**src/rtl/alu_commit_sched_pkg.sv**
```systemverilog
// Shared constants for the ALU commit-path scheduler: default stream count,
// index/counter widths, sub-unit stream indices and the pointer wrap helper.
package alu_commit_sched_pkg;

   localparam int ALU_RSP_NUM       = 3;
   localparam int ALU_RSP_MAX_WAIT  = 7;
   localparam int ALU_RSP_IDX_BITS  = $clog2(ALU_RSP_NUM);
   localparam int ALU_RSP_WAIT_BITS = $clog2(ALU_RSP_MAX_WAIT + 1);

   localparam int ALU_RSP_INT  = 0;
   localparam int ALU_RSP_DOT8 = 1;
   localparam int ALU_RSP_MDV  = 2;

   function automatic int alu_rsp_next_ptr(input int idx, input int n);
      return (idx >= n - 1) ? 0 : idx + 1;
   endfunction

endpackage

```
**src/rtl/alu_commit_sched_rr_pick.sv**
```systemverilog
// Rotating priority encoder: first requester at or after start, searching
// upward modulo N. Purely combinational.
module alu_rr_pick #(
   parameter int N  = 3,
   parameter int IW = 2
) (
   input  logic [N-1:0]  req,
   input  logic [IW-1:0] start,
   output logic [N-1:0]  grant,
   output logic [IW-1:0] idx,
   output logic          any
);

   int             j;
   logic [N-1:0]   cand;

   // Walk from the farthest candidate back to start so the nearest one wins.
   always_comb begin
      grant = '0;
      idx   = '0;
      any   = 1'b0;
      j     = 0;
      cand  = '0;
      for (int k = N - 1; k >= 0; k--) begin
         j    = (int'(start) + k) % N;
         cand = N'(1) << j;
         if (|(req & cand)) begin
            grant = cand;
            idx   = IW'(j);
            any   = 1'b1;
         end
      end
   end

endmodule

```
**src/rtl/alu_commit_sched.sv**
```systemverilog
// Commit-path scheduler: merges the sub-unit result streams into one registered
// commit stream with round-robin arbitration and a per-input starvation guard.
module alu_commit_sched
   import alu_commit_sched_pkg::*;
#(
   parameter int NUM_INPUTS = ALU_RSP_NUM,
   parameter int DATAW      = 64,
   parameter int MAX_WAIT   = ALU_RSP_MAX_WAIT
) (
   input  logic                          clk,
   input  logic                          reset,
   input  logic [NUM_INPUTS-1:0]         valid_in,
   output logic [NUM_INPUTS-1:0]         ready_in,
   input  logic [NUM_INPUTS*DATAW-1:0]   data_in,
   output logic                          valid_out,
   input  logic                          ready_out,
   output logic [DATAW-1:0]              data_out,
   output logic [$clog2(NUM_INPUTS)-1:0] sel_out
);

   localparam int IDX_BITS  = $clog2(NUM_INPUTS);
   localparam int WAIT_BITS = $clog2(MAX_WAIT + 1);
   localparam logic [WAIT_BITS-1:0] WAIT_SAT = WAIT_BITS'(MAX_WAIT);

   logic [IDX_BITS-1:0]   rr_ptr;
   logic [WAIT_BITS-1:0]  wait_cnt [NUM_INPUTS];

   logic                  accept;
   logic [NUM_INPUTS-1:0] starving;
   logic                  starve_any;
   logic [IDX_BITS-1:0]   starve_idx;

   logic [NUM_INPUTS-1:0] rr_grant;
   logic [IDX_BITS-1:0]   rr_idx;
   logic                  rr_any;

   logic [NUM_INPUTS-1:0] grant;
   logic [IDX_BITS-1:0]   grant_idx;
   logic                  grant_any;
   logic [DATAW-1:0]      grant_data;

   logic [NUM_INPUTS-1:0] fire;
   logic                  fire_any;

   alu_rr_pick #(
      .N  (NUM_INPUTS),
      .IW (IDX_BITS)
   ) u_rr_pick (
      .req   (valid_in),
      .start (rr_ptr),
      .grant (rr_grant),
      .idx   (rr_idx),
      .any   (rr_any)
   );

   always_comb begin
      starving = '0;
      for (int i = 0; i < NUM_INPUTS; i++) begin
         starving[i] = valid_in[i] & (wait_cnt[i] == WAIT_SAT);
      end
   end

   // Lowest starving index overrides the round-robin choice.
   always_comb begin
      starve_any = 1'b0;
      starve_idx = '0;
      for (int i = NUM_INPUTS - 1; i >= 0; i--) begin
         if (starving[i]) begin
            starve_any = 1'b1;
            starve_idx = IDX_BITS'(i);
         end
      end
   end

   always_comb begin
      if (starve_any) begin
         grant     = NUM_INPUTS'(1) << starve_idx;
         grant_idx = starve_idx;
         grant_any = 1'b1;
      end else begin
         grant     = rr_grant;
         grant_idx = rr_idx;
         grant_any = rr_any;
      end
   end

   always_comb begin
      grant_data = '0;
      for (int i = 0; i < NUM_INPUTS; i++) begin
         if (grant[i]) begin
            grant_data = data_in[i*DATAW +: DATAW];
         end
      end
   end

   assign accept   = ~valid_out | ready_out;
   assign ready_in = (accept & ~reset) ? grant : '0;
   assign fire     = valid_in & ready_in;
   assign fire_any = |fire;

   always_ff @(posedge clk) begin
      if (reset) begin
         valid_out <= 1'b0;
         data_out  <= '0;
         sel_out   <= '0;
         rr_ptr    <= '0;
         for (int i = 0; i < NUM_INPUTS; i++) begin
            wait_cnt[i] <= '0;
         end
      end else begin
         if (fire_any && grant_any) begin
            valid_out <= 1'b1;
            data_out  <= grant_data;
            sel_out   <= grant_idx;
            rr_ptr    <= IDX_BITS'(alu_rsp_next_ptr(int'(grant_idx), NUM_INPUTS));
         end else if (accept) begin
            valid_out <= 1'b0;
         end

         // Only rounds actually lost to another input count; stalls do not.
         for (int i = 0; i < NUM_INPUTS; i++) begin
            if (fire[i] || !valid_in[i]) begin
               wait_cnt[i] <= '0;
            end else if (fire_any && wait_cnt[i] != WAIT_SAT) begin
               wait_cnt[i] <= wait_cnt[i] + WAIT_BITS'(1);
            end
         end
      end
   end

endmodule

```
**config.mk**
```make
export PLATFORM = sky130hd
export DESIGN_NAME = alu_commit_sched
export DESIGN_NICKNAME = d
export VERILOG_FILES = /design/src/rtl/alu_commit_sched_pkg.sv /design/src/rtl/alu_commit_sched_rr_pick.sv /design/src/rtl/alu_commit_sched.sv
export SDC_FILE = /design/constraint.sdc
export NUM_CORES = 1
export LEC_CHECK = 0
export CAP_MARGIN = 20
export CORE_UTILIZATION = 42
export DETAILED_ROUTE_END_ITERATION = 8
export PLACE_DENSITY_LB_ADDON = 0.25
export SLEW_MARGIN = 20
export SYNTH_ARGS = -nofsm -noshare
export SYNTH_HDL_FRONTEND = slang
export SYNTH_SLANG_ARGS = --single-unit
export TNS_END_PERCENT = 10
```
**constraint.sdc**
```tcl
create_clock -name clk -period 3.6 [get_ports clk]
set_input_delay 0.72 -clock clk [delete_from_list [all_inputs] [get_ports clk]]
set_output_delay 0.72 -clock clk [all_outputs]
set_load 0.005 [all_outputs]
```
# After elaboration in Yosys (flattened, before gate mapping)
# Memories as Yosys holds them, arrays and structs flattened.
# Index checks and enable logic that the tools add are counted.
# word_totals
register_bits	69
latchBits	0
ram_bits	9
romBits	0
inputBits	198
out_inout_bits	70
word_cells	111
mem_count	1
# memory_table
memory	depth	word_bits	read_ports	rd_ports_with_merged_regs	write_ports	line_no	text
wait_cnt	3	3	3	0	3	alu_commit_sched.sv:26	logic [WAIT_BITS-1:0] wait_cnt [NUM_INPUTS];
# op_classes
n_addsub	6
mul	0
div	3
n_lt_le_gt_ge	1
n_eq_ne	6
n_shift	4
mux	54
bitwise	17
n_reduce_logical	15
# ops
cell	count
$mux 64	3
$shl 1x32->3 const A	3
$mod 32x3->32 const B	2
$mux 3	11
$mod 3x3->32 const B	1
$mux 1	32
$mux 2	8
$and 3x3->3	4
$reduce_or 3->1	4
$add 3x1->3 const B	3
$eq 3x3->1 const B	3
$ne 3x3->1 const B	3
$or 1x1->1	7
$and 1x1->1	4
$logic_and 1x1->1	4
$add 2x1->3 const B	1
$add 2x2->3 const B	1
$logic_not 1->1	3
$logic_or 1x1->1	3
$shl 1x2->3 const A	1
$add 2x1->2 const B	1
$ge 2x2->1 const B	1
$not 1->1	2
$reduce_bool 2->1	1

# Depth between registers and ports, before layout
# Gate-level depths: netlist (run 1).
# depth
depth_word	18
ltp_mapped	12
depth_no_buf	9

# By module
# From an unflattened synthesis (run 1), not the netlist that was laid out.
# hier_totals
hier_cells	494
hier_area_um2	4712.0
# by_module_without_submodules
module	instances	cells_each	area_each_um2	seq_area_each_um2
alu_commit_sched	1	458	4451.8	1651.6
alu_rr_pick	1	36	260.2	0.0

# Least setup slack after synthesis (run 1)
# OpenSTA, ideal clock, no wires.
# synth_path
path_type	input -> output
startpoint	in valid_in[1]
endpoint	out ready_in[2]
t_arrival_ps	2005
required_ps	2880
slack_ps	875
path_stages	8
n_path_buf	3
path_cell_list	buf_2 a21oi_1 a21bo_1 a31oi_1 buf_2 buf_1 nand2_1 inv_1
# synth_between
elab_chain_cells	7
elab_cells_between_ends	17
cone_classes	1 x shift; 9 x mux; 4 x bitwise; 3 x reduce/logical
# synth_lines
item	line_no	text
from (decl)	alu_commit_sched.sv:12	input logic [NUM_INPUTS-1:0] valid_in,
$and 3x3->3	alu_commit_sched_rr_pick.sv:27	if (|(req & cand)) begin
$reduce_or 3->1	alu_commit_sched_rr_pick.sv:27	
$mux 3 (3 in a row)	alu_commit_sched_rr_pick.sv:27	
$mux 3 *	alu_commit_sched.sv:76	if (starve_any) begin
$mux 3 *	alu_commit_sched.sv:97	assign ready_in = (accept & ~reset) ? grant : '0;
to (decl)	alu_commit_sched.sv:13	output logic [NUM_INPUTS-1:0] ready_in,
# Mark *: on every way between the ends. The rest lies on a longest branch, timed or not.

# Worst setup path in the final report (run 1)
# layout_path
startpoint	in valid_in[1]
endpoint	out ready_in[0]
# The elaborated chain is that of the path after synthesis.

==> results of run 1 <==
cell families (layout without fill, tap and decap cells):
kind of cell    Yosys count  count (layout)
simple gates            234             234
compound gates          229             229
buf+inv                  84             313
flops                    78              78
mux                      64              64
fa+ha+maj                10              10
registers in the layout, indices dropped and copies added, names as in the netlist:
register and flops:
sel_out 2, wait_cnt 9, data_out 64, rr_ptr 2, valid_out 1
final cells by class:
class	instances	area share, %
Clock buffer	11	2.77
Clock inverter	5	0.828
Inverter	8	0.343
Multi-Input combinational cell	537	41.6
Sequential cell	78	18.8
Tap cell	172	2.46
Timing Repair Buffer	289	33.1
placed cells by master, fill, tap and decap left out, drive strengths merged, types with 2 or more instances in the layout:
| cell | instances |
|---|---|
| bufinv | 2 |
| nor2b | 5 |
| a211oi | 66 |
| edfxtp | 9 |
| nor2 | 3 |
| o21ai | 9 |
| a21oi | 7 |
| and2 | 66 |
| clkinv | 3 |
| nor4 | 3 |
| nand2 | 145 |
| mux2i | 64 |
| nor4b | 6 |
| a21bo | 2 |
| nand3 | 2 |
| clkbuf | 11 |
| o2111ai | 2 |
| ha | 10 |
| a211o | 64 |
| dfxtp | 69 |
| a21o | 2 |
| inv | 8 |
| clkdlybuf4s50 | 266 |
| a32o | 2 |
| a31oi | 2 |
| o22ai | 64 |
| buf | 22 |
per-layer routing:
metal	track usage (%)	wire length (um)	share of wire, %	vias to the layer above
li1	-	-	-	3033
met1	33.7	8010	40	3015
met2	48.7	9640	48	300
met3	5.54	1410	7.1	55
met4	16.5	813	4.1	0
met5	0	0	0	-
metrics by stage:
stage / area, um2 / hold WS, ns / total power, mW / utilization, %
after floorplan: 5590 / 0.455 / 2.84 / -
after global placement: 8450 / 0.444 / 4.02 / 66.1
after detailed placement: 8450 / 0.453 / 4.09 / 66.1
after CTS: 8760 / 0.461 / 5.10 / 68.6
after global routing: 8760 / 0.474 / 5.38 / 68.6
final: 8760 / 0.459 / 5.08 / 68.6
path summary, 6_finish.rpt:
kind              cells past startpoint                      start  slack, ns                   endpoint
setup reg to reg                      9     rr_ptr[0]$_SDFFE_PP0P_       0.58  data_out[50]$_SDFFE_PP0P_
hold reg to reg                       2  data_out[21]$_SDFFE_PP0P_       0.46  data_out[21]$_SDFFE_PP0P_
hold / removal                        2  data_out[21]$_SDFFE_PP0P_       0.46  data_out[21]$_SDFFE_PP0P_
setup / recovery                      6                valid_in[1]       0.11                ready_in[0]
worst max-delay path: stages:
cell and delay [ns]:
sky130_fd_sc_hd__clkdlybuf4s50_1 0.61, sky130_fd_sc_hd__nand2_1 0.20, sky130_fd_sc_hd__a21oi_1 0.08, sky130_fd_sc_hd__a311o_2 0.40, sky130_fd_sc_hd__a21oi_1 0.20, sky130_fd_sc_hd__clkdlybuf4s50_1 0.56
power groups by stage:
| stage | clock [mW] | sequential [mW] | combinational, mW |
|---|---|---|---|
| after detailed placement | 0 | 1.37 | 2.71 |
| final | 0.981 | 1.37 | 2.73 |
| after CTS | 1.01 | 1.36 | 2.73 |
| after floorplan | 0 | 1.39 | 1.45 |
| after global routing | 1.04 | 1.40 | 2.94 |
| after global placement | 0 | 1.36 | 2.66 |
==> reports/results.tsv, run 1 <==
stage	metric	value	unit
final_layout	filler cell count in the final layout	1061	
detailed_routing	wire length reported by the detailed router	19.9	mm
synth	nets in the synthesized netlist	907	
timing	number of slew-limit violations in the final report	0	
die	overall die area	13800	um2
synth	Synth Area in XOR/XNOR	0	%
synth	primary flip-flop cell chosen by synthesis mapping	sky130_fd_sc_hd__dfxtp_1	
die	Ports	268	
synth	most common library cells after synthesis	sky130_fd_sc_hd__nand2_1, sky130_fd_sc_hd__dfxtp_1, sky130_fd_sc_hd__a211oi_1	
final_layout	fraction of layout cells with a size suffix above 1	5.06	%
detailed_routing	Residual DRC	0	
synth	number of cells produced by synthesis	699	
synth	post-synthesis cell type count	45	
die	initial standard-cell utilization of the core	43.7	%
die	row count	41	
timing	sum of negative setup slack	0	ns
cts	cts-stage hold buffer count	0	
critical_path	peak fanout along the critical path	9	
synth	post-synthesis simple-gate area fraction	19.8	%
synth	top area cells in the synthesized netlist	sky130_fd_sc_hd__dfxtp_1, sky130_fd_sc_hd__mux2i_1, sky130_fd_sc_hd__a211o_1	
grt	wire length of the first global-routing pass	32.0	mm
grt	initial antenna violation count	0	
synth	number of warning messages in the yosys log	0	
cts	quantity of gates resized following cts	0	
timing	normalized max-slew margin	48.1	%
synth	main combinational cell family by area after synthesis	compound AO/OA/AOI/OAI gates	
timing	Layout Skew	0.00966	ns
die	overall die width	117	um
pwr	Int Power	3.28	mW
timing	Setup-failing EPs final	0	
pwr	share of total power in sequential cells	26.9	%
final_layout	diode insertion count for antenna repair	0	
pwr	Switching Share	35.3	%
cts	clock latency of the later-clocked register in the worst-skew pair	0.34	ns
synth	area share of the leading cell type in the synthesized netlist	24.7	%
cts	clk sinks	78	
timing	Final Cycle Share	96.8	%
cts	CTS Root Cell	sky130_fd_sc_hd__clkbuf_16	
detailed_routing	vias	6403	
place	port buffer count	267	
cts	clock tree from TritonCTS	done	
cts	CTS Buf Count	9	
timing	Period minus WS final	3.49	ns
timing	setup repair after global routing missed its margin	false	
outcome	outcome	complete, no violations	
synth	synthesized-area fraction occupied by ao, oa, aoi and oai cells	30.5	%
detailed_routing	number of vias per cell after detailed routing	5.82	
pwr	Power Dens Cells	579	nW/um2
critical_path	arrival time of the worst setup path	2.77	ns
place	worst setup slack after placement	0.0545	ns
job	number of max-cap violations	0	
detailed_routing	Pre-Repair DR Iteration Count	5	
detailed_routing	residual antenna-violating net count after detailed routing	0	
final_layout	Seq. cell area	1650	um2
place	global placer's final weighted congestion	0.867	
synth	share of the yosys chip area belonging to registers	29.6	%
detailed_routing	DRC marker count from the first detailed-route iteration	394	
pwr	reported net switching power	1.79	mW
cts	clock slew at reported path FFs	0.06	ns
cts	htree depth	3	
critical_path	CP startpoint kind	primary input	
synth	Syn Std Cell Area	5590	um2
synth	most numerous cell in the Yosys netlist	sky130_fd_sc_hd__nand2_1	
grt	total gr overflow	0	
critical_path	worst path required time	2.88	ns
synth	mux contribution to synthesized area	11.5	%
critical_path	crit path kind	in2out	
synth	flops & latches, synth	78	
place	detailed-placement wirelength estimate	13.7	mm
grt	global-route usage over all layers	28.7	%
timing	final hold vios	0	
final_layout	count of placed standard cells in the final layout, fillers left out	1100	
final_layout	Final nets	1131	
detailed_routing	routed length per instance	18.1	um
timing	final setup margin	0.113	ns
die	floorplan die height	117	um
synth	cell type with the largest total area after synthesis	sky130_fd_sc_hd__dfxtp_1	
grt	vias in the first global route	6483	
pwr	Pleak	3.97	nW
synth	syn avg cell area	7.99	um2
timing	Max Freq	287	MHz
synth	adder and majority gate portion of the synthesized area	2.24	%
synth	Post-synth ARST share	0	%
pwr	clock network fraction of design power	19.3	%
place	placed cell count	1084	
synth	number of enable-type register cells in the synthesized netlist	9	
cts	CTS max path bufs	2	
pwr	power share of the combinational group	53.8	%
timing	measured slew at the worst slew-check pin	0.778	ns
worst_hold_path	class of the tightest hold or removal check	reg2reg	
die	floorplan core area	12800	um2
grt	largest net degree at the start of global routing	130	
critical_path	kind of end point of the critical path	output port	
pwr	Max rail drop VDD	0.000346	V
cts	post-CTS setup-driven buffer insertion count	0	
final_layout	total area of multi-input combinational cells	3650	um2
final_layout	growth of design area from synthesis to finish	56.9	%
No activity file was read; power rests on OpenSTA's default activity.
==> inputs of run 2 (changes only) <==
--- a/config.mk
+++ b/config.mk
@@ -6,8 +6,10 @@
 export NUM_CORES = 1
 export LEC_CHECK = 0
 export CAP_MARGIN = 20
-export CORE_UTILIZATION = 42
+export CORE_UTILIZATION = 45
 export DETAILED_ROUTE_END_ITERATION = 8
+export DONT_BUFFER_PORTS = 1
+export HOLD_SLACK_MARGIN = 0.08
 export PLACE_DENSITY_LB_ADDON = 0.25
 export SLEW_MARGIN = 20
 export SYNTH_ARGS = -nofsm -noshare
==> run 2 against run 1 <==
Compared with the run above:
- design area fell by 31%
- non-clock buffer count fell by 276
- critical path depth rose by 2
- clock skew fell by 0.0039 ns
- die area fell by 6.6%
- maximum frequency rose by 11%
- sequential share of layout area rose by 8.6 points
- first-iteration DRC count fell by 39%
- largest cell class unchanged
==> reports/results.tsv, run 2 (same netlist as run 1, synthesis figures left out) <==
stage	metric	value	unit	change
outcome	outcome	complete, no violations		
detailed_routing	vias	5200		-19%
final_layout	count of placed standard cells in the final layout, fillers left out	820		-25%
cts	clock latency of the later-clocked register in the worst-skew pair	0.33	ns	about the same
pwr	Power Dens Cells	697	nW/um2	+20%
pwr	Pleak	2.91	nW	-27%
final_layout	most common cell after layout, fill and taps aside	sky130_fd_sc_hd__nand2_1		
timing	Layout Skew	0.00580	ns	-0.00386 ns
cts	clk sinks	78		unchanged
timing	Period minus WS final	3.15	ns	-0.337 ns
pwr	clock network fraction of design power	22.5	%	+3.2 points
place	placed cell count	804		-26%
critical_path	crit path max-delay cell type	sky130_fd_sc_hd__edfxtp_1		
grt	initial antenna violation count	0		unchanged
timing	sum of negative setup slack	0	ns	unchanged
die	initial standard-cell utilization of the core	46.3	%	+2.6 points
cts	CTS max path bufs	2		unchanged
worst_hold_path	Worst Hold Path EP	valid_out$_SDFFE_PP0P_		
critical_path	start of the worst register-to-register path	rr_ptr[0]$_SDFFE_PP0P_		
final_layout	most used cells in the layout excluding fill and tap cells	sky130_fd_sc_hd__nand2_1, sky130_fd_sc_hd__dfxtp_1, sky130_fd_sc_hd__a211oi_1		
critical_path	peak fanout along the critical path	35		+26
die	floorplan core area	12100	um2	-5.6%
pwr	Switching Share	39.0	%	+3.6 points
timing	measured slew at the worst slew-check pin	0.707	ns	-0.0717 ns
die	overall die width	113	um	-3.3%
critical_path	crit path kind	reg2out		
critical_path	chain of cells forming the critical path	ha_1 > ha_1 > nand2_2 > buf_4 > nand2_1 > a31oi_4 > nand2_1 > inv_1		
worst_hold_path	class of the tightest hold or removal check	in2reg		
grt	wire length of the first global-routing pass	24.2	mm	-24%
final_layout	diode insertion count for antenna repair	0		unchanged
cts	htree depth	3		unchanged
critical_path	RR Endpoint	wait_cnt[0][1]$_SDFFCE_PN0P_		
die	overall die area	12900	um2	-6.6%
critical_path	cell family contributing the most delay on the critical path	adder cells		
critical_path	number of buffers and inverters on the critical path	2		unchanged
critical_path	r2r worst-path depth	10		+1
critical_path	worst path required time	2.88	ns	about the same
pwr	power share of the combinational group	42.4	%	-11 points
critical_path	delay of the slowest critical-path stage	0.39	ns	-0.22 ns
cts	clock slew at reported path FFs	0.06	ns	about the same
place	port buffer count	0		-100%
final_layout	largest registers	data_out (64), wait_cnt (9)		
cts	CTS Buf Count	9		unchanged
cts	CTS Root Cell	sky130_fd_sc_hd__clkbuf_16		
final_layout	growth of design area from synthesis to finish	7.81	%	
die	row count	40		-2.4%
timing	final setup margin	0.450	ns	+0.337 ns
timing	Setup-failing EPs final	0		unchanged
worst_hold_path	Hold Path Origin	reset		
cts	post-CTS setup-driven buffer insertion count	0		unchanged
timing	number of slew-limit violations in the final report	0		unchanged
place	worst setup slack after placement	0.547	ns	+0.493 ns
timing	final hold vios	0		unchanged
critical_path	arrival time of the worst setup path	2.43	ns	-0.34 ns
final_layout	fraction of layout cells with a size suffix above 1	6.29	%	+1.2 points
cts	quantity of gates resized following cts	0		unchanged
critical_path	kind of end point of the critical path	output port		
detailed_routing	number of vias per cell after detailed routing	6.34		+8.9%
timing	Max Freq	317	MHz	+11%
detailed_routing	wire length reported by the detailed router	16.0	mm	-20%
grt	global-route usage over all layers	23.5	%	-5.2 points
pwr	Max rail drop VDD	0.000320	V	-7.6%
detailed_routing	residual antenna-violating net count after detailed routing	0		unchanged
pwr	Int Power	2.56	mW	-22%
final_layout	filler cell count in the final layout	1150		+8.4%
timing	setup repair after global routing missed its margin	false		
pwr	reported net switching power	1.64	mW	-8.8%
cts	clock tree from TritonCTS	done		
timing	Final Cycle Share	87.5	%	-9.4 points
grt	total gr overflow	0		unchanged
die	floorplan die height	113	um	-3.3%
pwr	share of total power in sequential cells	35.1	%	+8.2 points
detailed_routing	routed length per instance	19.5	um	+7.8%
job	number of max-cap violations	0		unchanged
timing	Final Hold Slack	0.454	ns	-0.00502 ns
cts	cts-stage hold buffer count	0		unchanged
timing	normalized max-slew margin	52.9	%	+4.8 points
place	global placer's final weighted congestion	0.811		-6.5%
detailed_routing	Pre-Repair DR Iteration Count	5		unchanged
final_layout	Final nets	855		-24%
worst_hold_path	Hold Crit Depth	1		-1
critical_path	CP startpoint kind	register		
critical_path	register-to-register path setup slack	0.51	ns	-0.07 ns
detailed_routing	Residual DRC	0		unchanged
final_layout	register name with the most flops	data_out		
grt	largest net degree at the start of global routing	130		unchanged
die	Ports	268		unchanged
grt	vias in the first global route	4896		-24%
final_layout	max reg flops	64		unchanged
detailed_routing	DRC marker count from the first detailed-route iteration	240		-39%
place	detailed-placement wirelength estimate	11.3	mm	-17%
-- run 2: how the worst max path moves through the flow --
stage	startpoint	end	slack, ns	cells past startpoint
after floorplan	valid_in[1]	ready_in[2]	0.87	8
after global placement	rr_ptr[0]$_SDFFE_PP0P_	wait_cnt[0][2]$_SDFFCE_PN0P_	0.73	9
after detailed placement	rr_ptr[0]$_SDFFE_PP0P_	wait_cnt[0][1]$_SDFFCE_PN0P_	0.55	10
after CTS	wait_cnt[0][0]$_SDFFCE_PN0P_	ready_in[2]	0.44	8
after global routing	rr_ptr[0]$_SDFFE_PP0P_	data_out[14]$_SDFFE_PP0P_	0.28	10
final	wait_cnt[0][0]$_SDFFCE_PN0P_	ready_in[2]	0.45	8
-- run 2: metal layers --
layer / share of wire, % / vias to the layer above / track usage, %
met5: 0 / - / 0
met3: 7.7 / 31 / 6.48
met1: 39 / 2471 / 26.2
met2: 51 / 217 / 42.5
li1: - / 2481 / -
met4: 2.2 / 0 / 9.30
-- run 2: power groups by stage --
stage | clock (mW) | combinational, mW | sequential [mW]
global placement | 0 | 1.71 | 1.49
finish | 0.943 | 1.78 | 1.48
detailed placement | 0 | 1.78 | 1.49
global route | 1.00 | 1.95 | 1.51
CTS | 0.967 | 1.78 | 1.48
floorplan | 0 | 1.45 | 1.39
-- run 2: area by class of cell --
| cell class | count | area, um2 | area share [%] |
|---|---|---|---|
| sequential | 78 | 1650 | 27.4 |
| clock inverter | 4 | 33.8 | 0.561 |
| multi-input combinational | 537 | 3650 | 60.6 |
| timing repair buffer | 13 | 160 | 2.66 |
| tap | 168 | 210 | 3.49 |
| clock buffer | 12 | 289 | 4.80 |
| inverter | 8 | 30.0 | 0.498 |
-- run 2: metrics by stage --
step / total power, mW / area [um2] / util [%]
after floorplan: 2.84 / 5590 / -
after global placement: 3.20 / 5700 / 47.3
after detailed placement: 3.27 / 5700 / 47.3
after CTS: 4.23 / 6020 / 49.9
after global routing: 4.46 / 6020 / 49.9
final: 4.20 / 6020 / 49.9
